## src/rtl/bin2bcd_seq.sv

```systemverilog
// Sequential binary-to-BCD converter (shift-add-3), one bit per cycle, with
// unsigned / sign-magnitude / two's-complement input and sticky overflow.
module bin2bcd_seq #(
  parameter int unsigned IN_W      = 16,
  parameter int unsigned DIGITS    = 5,
  parameter int unsigned SIGN_MODE = 1
) (
  input  logic                  clk,
  input  logic                  rst_n,
  input  logic                  in_valid,
  output logic                  in_ready,
  input  logic [IN_W-1:0]       in_data,
  output logic                  out_valid,
  input  logic                  out_ready,
  output logic                  out_neg,
  output logic [4*DIGITS-1:0]   out_bcd,
  output logic                  out_ovf
);

  localparam int unsigned BCD_W = 4 * DIGITS;
  localparam int unsigned CNT_W = $clog2(IN_W + 1);

  typedef enum logic [1:0] {IDLE, SHIFT, DONE} state_t;

  state_t           state;
  logic [IN_W-1:0]  mag;
  logic [BCD_W-1:0] bcd;
  logic [CNT_W-1:0] cnt;
  logic             neg;
  logic             ovf;

  logic [IN_W-1:0]  in_mag;
  logic             in_neg;
  logic [BCD_W-1:0] bcd_adj;
  logic [BCD_W-1:0] bcd_nxt;
  logic             ovf_nxt;
  logic             accept;

  // A finished result can be swapped for a new input in the same cycle.
  assign in_ready = (state == IDLE) || ((state == DONE) && out_ready);
  assign accept   = in_valid && in_ready;

  // Magnitude and sign of the incoming word; a zero magnitude is never negative.
  always_comb begin
    in_mag = in_data;
    in_neg = 1'b0;
    if (SIGN_MODE == 1) begin
      in_mag = {1'b0, in_data[IN_W-2:0]};
      in_neg = in_data[IN_W-1];
    end else if (SIGN_MODE == 2) begin
      in_neg = in_data[IN_W-1];
      if (in_neg) in_mag = ~in_data + IN_W'(1);
    end
    if (in_mag == '0) in_neg = 1'b0;
  end

  // One double-dabble iteration; a bit leaving the top digit means the value overflows.
  always_comb begin
    bcd_adj = bcd;
    for (int i = 0; i < int'(DIGITS); i++) begin
      if (bcd[4*i +: 4] >= 4'd5) bcd_adj[4*i +: 4] = bcd[4*i +: 4] + 4'd3;
    end
    bcd_nxt = {bcd_adj[BCD_W-2:0], mag[IN_W-1]};
    ovf_nxt = ovf || bcd_adj[BCD_W-1];
  end

  always_ff @(posedge clk or negedge rst_n) begin
    if (!rst_n) begin
      state     <= IDLE;
      mag       <= '0;
      bcd       <= '0;
      cnt       <= '0;
      neg       <= 1'b0;
      ovf       <= 1'b0;
      out_valid <= 1'b0;
      out_neg   <= 1'b0;
      out_bcd   <= '0;
      out_ovf   <= 1'b0;
    end else begin
      case (state)
        SHIFT: begin
          bcd <= bcd_nxt;
          mag <= {mag[IN_W-2:0], 1'b0};
          ovf <= ovf_nxt;
          cnt <= cnt - CNT_W'(1);
          if (cnt == CNT_W'(1)) begin
            state     <= DONE;
            out_valid <= 1'b1;
            out_neg   <= neg;
            out_ovf   <= ovf_nxt;
            out_bcd   <= ovf_nxt ? {DIGITS{4'h9}} : bcd_nxt;
          end
        end
        DONE: begin
          if (out_ready) begin
            out_valid <= 1'b0;
            state     <= IDLE;
          end
        end
        default: state <= IDLE;
      endcase
      // Load overrides the IDLE/DONE transitions above.
      if (accept) begin
        mag   <= in_mag;
        neg   <= in_neg;
        bcd   <= '0;
        ovf   <= 1'b0;
        cnt   <= CNT_W'(IN_W);
        state <= SHIFT;
      end
    end
  end

endmodule

```

## config.mk

```make
export PLATFORM = sky130hd
export DESIGN_NAME = bin2bcd_seq
export DESIGN_NICKNAME = d
export VERILOG_FILES = /design/src/rtl/bin2bcd_seq.sv
export SDC_FILE = /design/constraint.sdc
export NUM_CORES = 1
export LEC_CHECK = 0
export BUFFER_PORTS_ARGS = -buffer_cell sky130_fd_sc_hd__buf_2
export CAP_MARGIN = 40
export CORE_MARGIN = 3
export CORE_UTILIZATION = 55
export CTS_BUF_LIST = sky130_fd_sc_hd__clkbuf_4 sky130_fd_sc_hd__clkbuf_8
export DETAILED_ROUTE_END_ITERATION = 12
export PLACE_DENSITY = 0.74
export SETUP_SLACK_MARGIN = 0.4
export SYNTH_ARGS = -nofsm -noshare
export SYNTH_HDL_FRONTEND = slang
export SYNTH_SLANG_ARGS = --single-unit
```

## constraint.sdc

```tcl
create_clock -name clk -period 1.95 [get_ports clk]
set_input_delay 0.0975 -clock clk [delete_from_list [all_inputs] [get_ports clk]]
set_output_delay 0.0975 -clock clk [all_outputs]
set_load 0.02 [all_outputs]
```

# ---- Word-level counts from Yosys, hierarchy flattened
# Cells that the tools add are included.
dict set report totals {
  regBits 68
  inputBits 20
  out_inout_bits 24
}
dict set report op_classes {
  addsub 6
  order_cmp 5
  n_eq_ne 7
  muxes 22
  n_reduce_logical 11
}
# op count
set op_table {}
lappend op_table {{20-bit 2-to-1 mux} 3}
lappend op_table {{16-bit 2-to-1 mux} 2}
lappend op_table {{4-bit by 2-bit adder with 4-bit output (second input constant)} 5}
lappend op_table {{4-bit by 3-bit greater-or-equal comparator with 1-bit output (second input constant)} 5}
lappend op_table {{4-bit 2-to-1 mux} 5}
lappend op_table {{16-bit logical NOT} 1}
lappend op_table {{5-bit 2-to-1 mux} 2}
lappend op_table {{2-bit 2-to-1 mux} 3}
lappend op_table {{3-bit != test (second input constant)} 2}
lappend op_table {{5-bit by 1-bit equality test with 1-bit output (second input constant)} 1}
lappend op_table {{1-bit 2-to-1 mux} 5}
lappend op_table {{5-bit by 1-bit subtractor with 5-bit output (second input constant)} 1}
lappend op_table {{2-bit != test (second input constant)} 2}
lappend op_table {{2-bit case mux with 2 select lines} 1}
lappend op_table {{2-bit AND reduction} 2}
lappend op_table {{2-bit nonzero test} 2}
lappend op_table {{3-bit AND reduction} 1}
lappend op_table {{2-bit by 1-bit equality test with 1-bit output (second input constant)} 1}
lappend op_table {{2-bit equality test (second input constant)} 1}
lappend op_table {{1-bit logical AND} 2}
lappend op_table {{2-bit logical NOT} 1}
lappend op_table {{1-bit logical OR} 2}
lappend op_table {{1-bit case mux with 2 select lines} 1}

# ---- Longest topological paths before layout
dict set report logic_depth {
  depth_word 6
  mapped_depth 7
  depth_no_buf 6
}

# ---- Worst setup path after synthesis
# Ideal clock, no wire load.
dict set report synth_path {
  path_kind {register -> register}
  startpoint {register bcd[16]}
  endpoint {register out_bcd[14]}
  setup_ns 0.121
  arrival_time_ns 1.500
  required_time_ns 1.829
  path_slack_ns 0.329
  stages_incl_launch_ff 8
  synth_period_minus_slack_ns 1.621
  path_cell_list {dfrtp_1 inv_1 ha_1 nand2b_1 nor3b_1 nor4_4 buf_4 a22o_1}
}
dict set report synth_via {
  elab_chain_len 4
  word_cells_on_any_way 5
}
# element line
set synth_rtl {}
lappend synth_rtl {{from (decl)} 27} ;# logic [BCD_W-1:0] bcd;
lappend synth_rtl {{from (signal assigned)} 82} ;# bcd <= bcd_nxt;
lappend synth_rtl {{4-bit by 2-bit adder with 4-bit output / 4-bit by 3-bit greater-or-equal comparator with 1-bit output (equally long branches)} 61} ;# if (bcd[4*i +: 4] >= 4'd5) bcd_adj[4*i +: 4] = bcd[4*i +: 4] + 4'd3;
lappend synth_rtl {{4-bit 2-to-1 mux (*)} 61}
lappend synth_rtl {{1-bit logical OR (*)} 64} ;# ovf_nxt = ovf || bcd_adj[BCD_W-1];
lappend synth_rtl {{20-bit 2-to-1 mux (*)} 91} ;# out_bcd <= ovf_nxt ? {DIGITS{4'h9}} : bcd_nxt;
lappend synth_rtl {{to (signal assigned)} 91}
lappend synth_rtl {{to (decl)} 16} ;# output logic [4*DIGITS-1:0] out_bcd,
# Every way passes the cells marked *; elsewhere a longest branch is shown, timed or not.
# A chain may end at the register's enable or synchronous reset.

# ---- Worst setup path in the final report
dict set report layout_path {
  startpoint {register bcd[17]}
  endpoint {register out_bcd[15]}
}
# Same word-level chain as after synthesis.

==> run metrics <==
sequential-to-total area share from yosys stat=52.8%; Die X-Extent=82.6 um; antenna violations before repair=0; met2 wirelength from detailed routing=3.86 mm; clk_lat worst skew=roughly 0.35 ns; Seq cells post-synth=68; endpoint of the most critical register-to-register path=out_bcd[15]$_DFFE_PN0P_; async set or reset register ratio after synthesis=between 90% and 100%; Main synth FF type=sky130_fd_sc_hd__dfrtp_1; detailed-router iteration count before antenna repair=4; count of final max-slew check failures=0; chip height=82.6 um; EDFF count, synth=0; Critical Path Start Type=register; leakage power total=1.93 nW; # IOs=44; uppermost metal layer occupied by signal nets=met4; routed vias/inst=around 5.6; per-instance average area after synthesis=10.0 um^2; count of buffers from port buffering=43; Rel. slew slack=58.5%; average detailed-routed wire length per instance=roughly 17 um; summed instance area of the synthesized netlist=3230 um^2; final-report hold violation count=0; Fin Setup TNS=0 ns; number of global-route vias before repair=2672; Post-DP Area=3580 um^2; peak fanout along the critical path=5; overall track demand over capacity in global routing=between 20% and 30%; clock root cell=sky130_fd_sc_hd__clkbuf_8; clock-pin slew reported for the worst setup and hold paths after clock tree synthesis=0.08 ns; Final Net Count=~430; Antenna Diode Count=0; Detail Route met3 WL=317 um; depth of the worst register-to-register path=8; result of the run=complete, no violations; vias post-DR=~2700; Post-route DRC=0; CTS tree=yes; Inserted Clock Buffers=9; worst hold slack=0.290 ns; total setup violations reported at the end of the flow=0; number of H-tree levels=3; clock period minus final worst setup slack=1.67 ns; number of synthesis warnings=0; Sink Count=68; Data arrival, critical path=1.90 ns; first-pass GRT wire length=12.6 mm; maximum number of pins on one net before global-route repair=between 40 and 50; number of nets produced by synthesis=353; endpoint type of the worst setup path=register; Worst IR Drop VDD=0.00117 V; worst setup path category=reg2reg; Die ar.=just under 7000 um^2; post-synthesis cell count=between 300 and 400; number of buffers on the longest clock path=2; timing-limited maximum frequency=roughly 600 MHz; Total Routed Length=7.91 mm; power per standard cell area=1720 nW/um^2; Worst Max-Slew Pin Slew=0.622 ns; design area=between 4000 and 5000 um^2; fraction of the cycle the final worst path needs=a little under nine tenths; Layout Area Growth over Synthesis=33.8%; met1 wire length=3.50 mm; final global-route overflow total=0; DPL Wire Length=4.74 mm; MaxCap Viol Count=0; core region area=5610 um^2; first-iteration detailed-routing DRC count=roughly 140; share of layout cells above drive strength 1=between 30% and 40%; class of the most critical hold timing path=in2async; Routability Congestion=0.796; num rows=27; data required time at the worst endpoint=approximately 2.2 ns; Setup Skew=about 0.014 ns; Initial Util=57.5%; number of distinct library cell variants in the gate-level netlist after synthesis=36; post-detailed-route count of antenna-violating nets=0; fill cell total of the finished layout=367; internal reg-to-reg setup slack=0.28 ns; critical register-to-register path startpoint=bcd[17]$_DFFE_PN0P_; unrepaired setup endpoints after global routing=true
[critical path: stages, from the launching register on]
cell and delay (ns):
sky130_fd_sc_hd__dfrtp_1 0.38, sky130_fd_sc_hd__inv_2 0.08, sky130_fd_sc_hd__ha_4 0.15, sky130_fd_sc_hd__nand2b_4 0.14, sky130_fd_sc_hd__nor3b_4 0.16, sky130_fd_sc_hd__nor4_4 0.24, sky130_fd_sc_hd__buf_6 0.18, sky130_fd_sc_hd__clkbuf_16 0.15
sky130_fd_sc_hd__a31oi_1 0.07
[synthesized netlist by cell type (6+ instances only)]
cell                        instances  area [um^2]
sky130_fd_sc_hd__nand2_1           54          203
sky130_fd_sc_hd__a21oi_1           15         75.1
sky130_fd_sc_hd__nand2b_1           7         43.8
sky130_fd_sc_hd__inv_1             17         63.8
sky130_fd_sc_hd__nor2_1            15         56.3
sky130_fd_sc_hd__o22ai_1            6         37.5
sky130_fd_sc_hd__nor3_1             7         35.0
sky130_fd_sc_hd__clkbuf_1           7         26.3
sky130_fd_sc_hd__o21ai_0           22          110
sky130_fd_sc_hd__o2bb2ai_1         10         87.6
sky130_fd_sc_hd__a22oi_1           13         97.6
sky130_fd_sc_hd__a22o_1            10         87.6
sky130_fd_sc_hd__ha_1              12          150
sky130_fd_sc_hd__dfrtp_1           68         1700
sky130_fd_sc_hd__xnor2_1            6         52.6
sky130_fd_sc_hd__mux2i_1            6         60.1
[worst max path at each step]
| stage | startpoint | to | slack, ns | cells after the start |
|---|---|---|---|---|
| global route | bcd[17]$_DFFE_PN0P_ | out_bcd[19]$_DFFE_PN0P_ | 0.20 | 8 |
| finish | bcd[17]$_DFFE_PN0P_ | out_bcd[15]$_DFFE_PN0P_ | 0.28 | 8 |
| floorplan | bcd[16]$_DFFE_PN0P_ | out_bcd[7]$_DFFE_PN0P_ | 0.42 | 6 |
| detailed placement | bcd[16]$_DFFE_PN0P_ | out_bcd[11]$_DFFE_PN0P_ | 0.23 | 7 |
| CTS | bcd[17]$_DFFE_PN0P_ | out_bcd[18]$_DFFE_PN0P_ | 0.30 | 8 |
| global placement | bcd[16]$_DFFE_PN0P_ | out_bcd[3]$_DFFE_PN0P_ | 0.29 | 6 |
[report_power, final]
group | leakage [nW] | internal (W) | switching, W
logic | 0.997 | 0.00169 | 0.00198
clock network | 0.0999 | 0.000613 | 0.000537
registers | 0.835 | 0.00205 | 0.000539
total | 1.93 | 0.00436 | 0.00306
[state kept, by name (all words and copies together), names as in the netlist]
register / cells
out_ovf: 1
ovf: 1
state: 2
out_bcd: 20
cnt: 5
neg: 1
out_valid: 1
out_neg: 1
bcd: 20
mag: 16
[layout make-up]
class	count	area [um^2]	area share (%)
Clock buffer	11	139	3.22
Clock inverter	5	52.6	1.22
Inverter	17	63.8	1.48
Multi-Input combinational cell	219	1610	37.4
Sequential cell	68	1710	39.7
Tap cell	72	90.1	2.09
Timing Repair Buffer	87	644	14.9
[cell usage in the layout (no fill, tap or decap), types with 6 or more instances in the layout]
| cell type | n |
|---|---|
| sky130_fd_sc_hd__dfrtp_1 | 60 |
| sky130_fd_sc_hd__nand2_1 | 54 |
| sky130_fd_sc_hd__buf_2 | 43 |
| sky130_fd_sc_hd__buf_4 | 20 |
| sky130_fd_sc_hd__o21ai_0 | 19 |
| sky130_fd_sc_hd__dlygate4sd3_1 | 18 |
| sky130_fd_sc_hd__nor2_1 | 14 |
| sky130_fd_sc_hd__a22oi_1 | 13 |
| sky130_fd_sc_hd__inv_1 | 11 |
| sky130_fd_sc_hd__a22o_1 | 10 |
| sky130_fd_sc_hd__clkbuf_8 | 9 |
| sky130_fd_sc_hd__a21oi_2 | 8 |
| sky130_fd_sc_hd__o2bb2ai_1 | 8 |
| sky130_fd_sc_hd__dfrtp_2 | 8 |
| sky130_fd_sc_hd__inv_2 | 6 |
| sky130_fd_sc_hd__xnor2_1 | 6 |
| sky130_fd_sc_hd__o22ai_1 | 6 |
| sky130_fd_sc_hd__nor3_1 | 6 |
| sky130_fd_sc_hd__ha_4 | 6 |
[repair_timing]
| item | in CTS | in global routing |
|---|---|---|
| gates resized for setup | 19 | 46 |
| pin swaps | 2 | 12 |
| setup buffers | 6 | 4 |
| gates cloned | 2 | 1 |
| hold endpoints to repair | 43 | 0 |
| endpoints found under the setup margin | 33 | 34 |
| hold buffers | 18 | 0 |
[per-layer routing]
layer	track usage [%]	vias up
met4	10.8	0
met1	31.6	1299
li1	-	1289
met5	0	-
met2	39.8	61
met3	7.48	22
[logic make-up after synthesis]
| group | share of synthesized area, % |
|---|---|
| and+or+nand+nor | 16.9 |
| AOI/OAI and AO/OA | 17.6 |
| DFF | 52.8 |
| buffers and inverters | 4.34 |
| adders and majority gates | 4.65 |
| xor gates and xnor gates | 1.90 |
| muxes | 1.86 |
[through the flow]
step	util, %	std cells	setup slack, ns	power (W)
after CTS	72.8	474	0.301	0.00687
after global placement	63.8	432	0.286	0.00534
after global routing	77.0	479	0.201	0.00796
after detailed placement	63.8	432	0.230	0.00545
final	77.0	479	0.284	0.00741
after floorplan	-	321	0.421	0.00458
No activity file was read; power rests on OpenSTA's default activity.
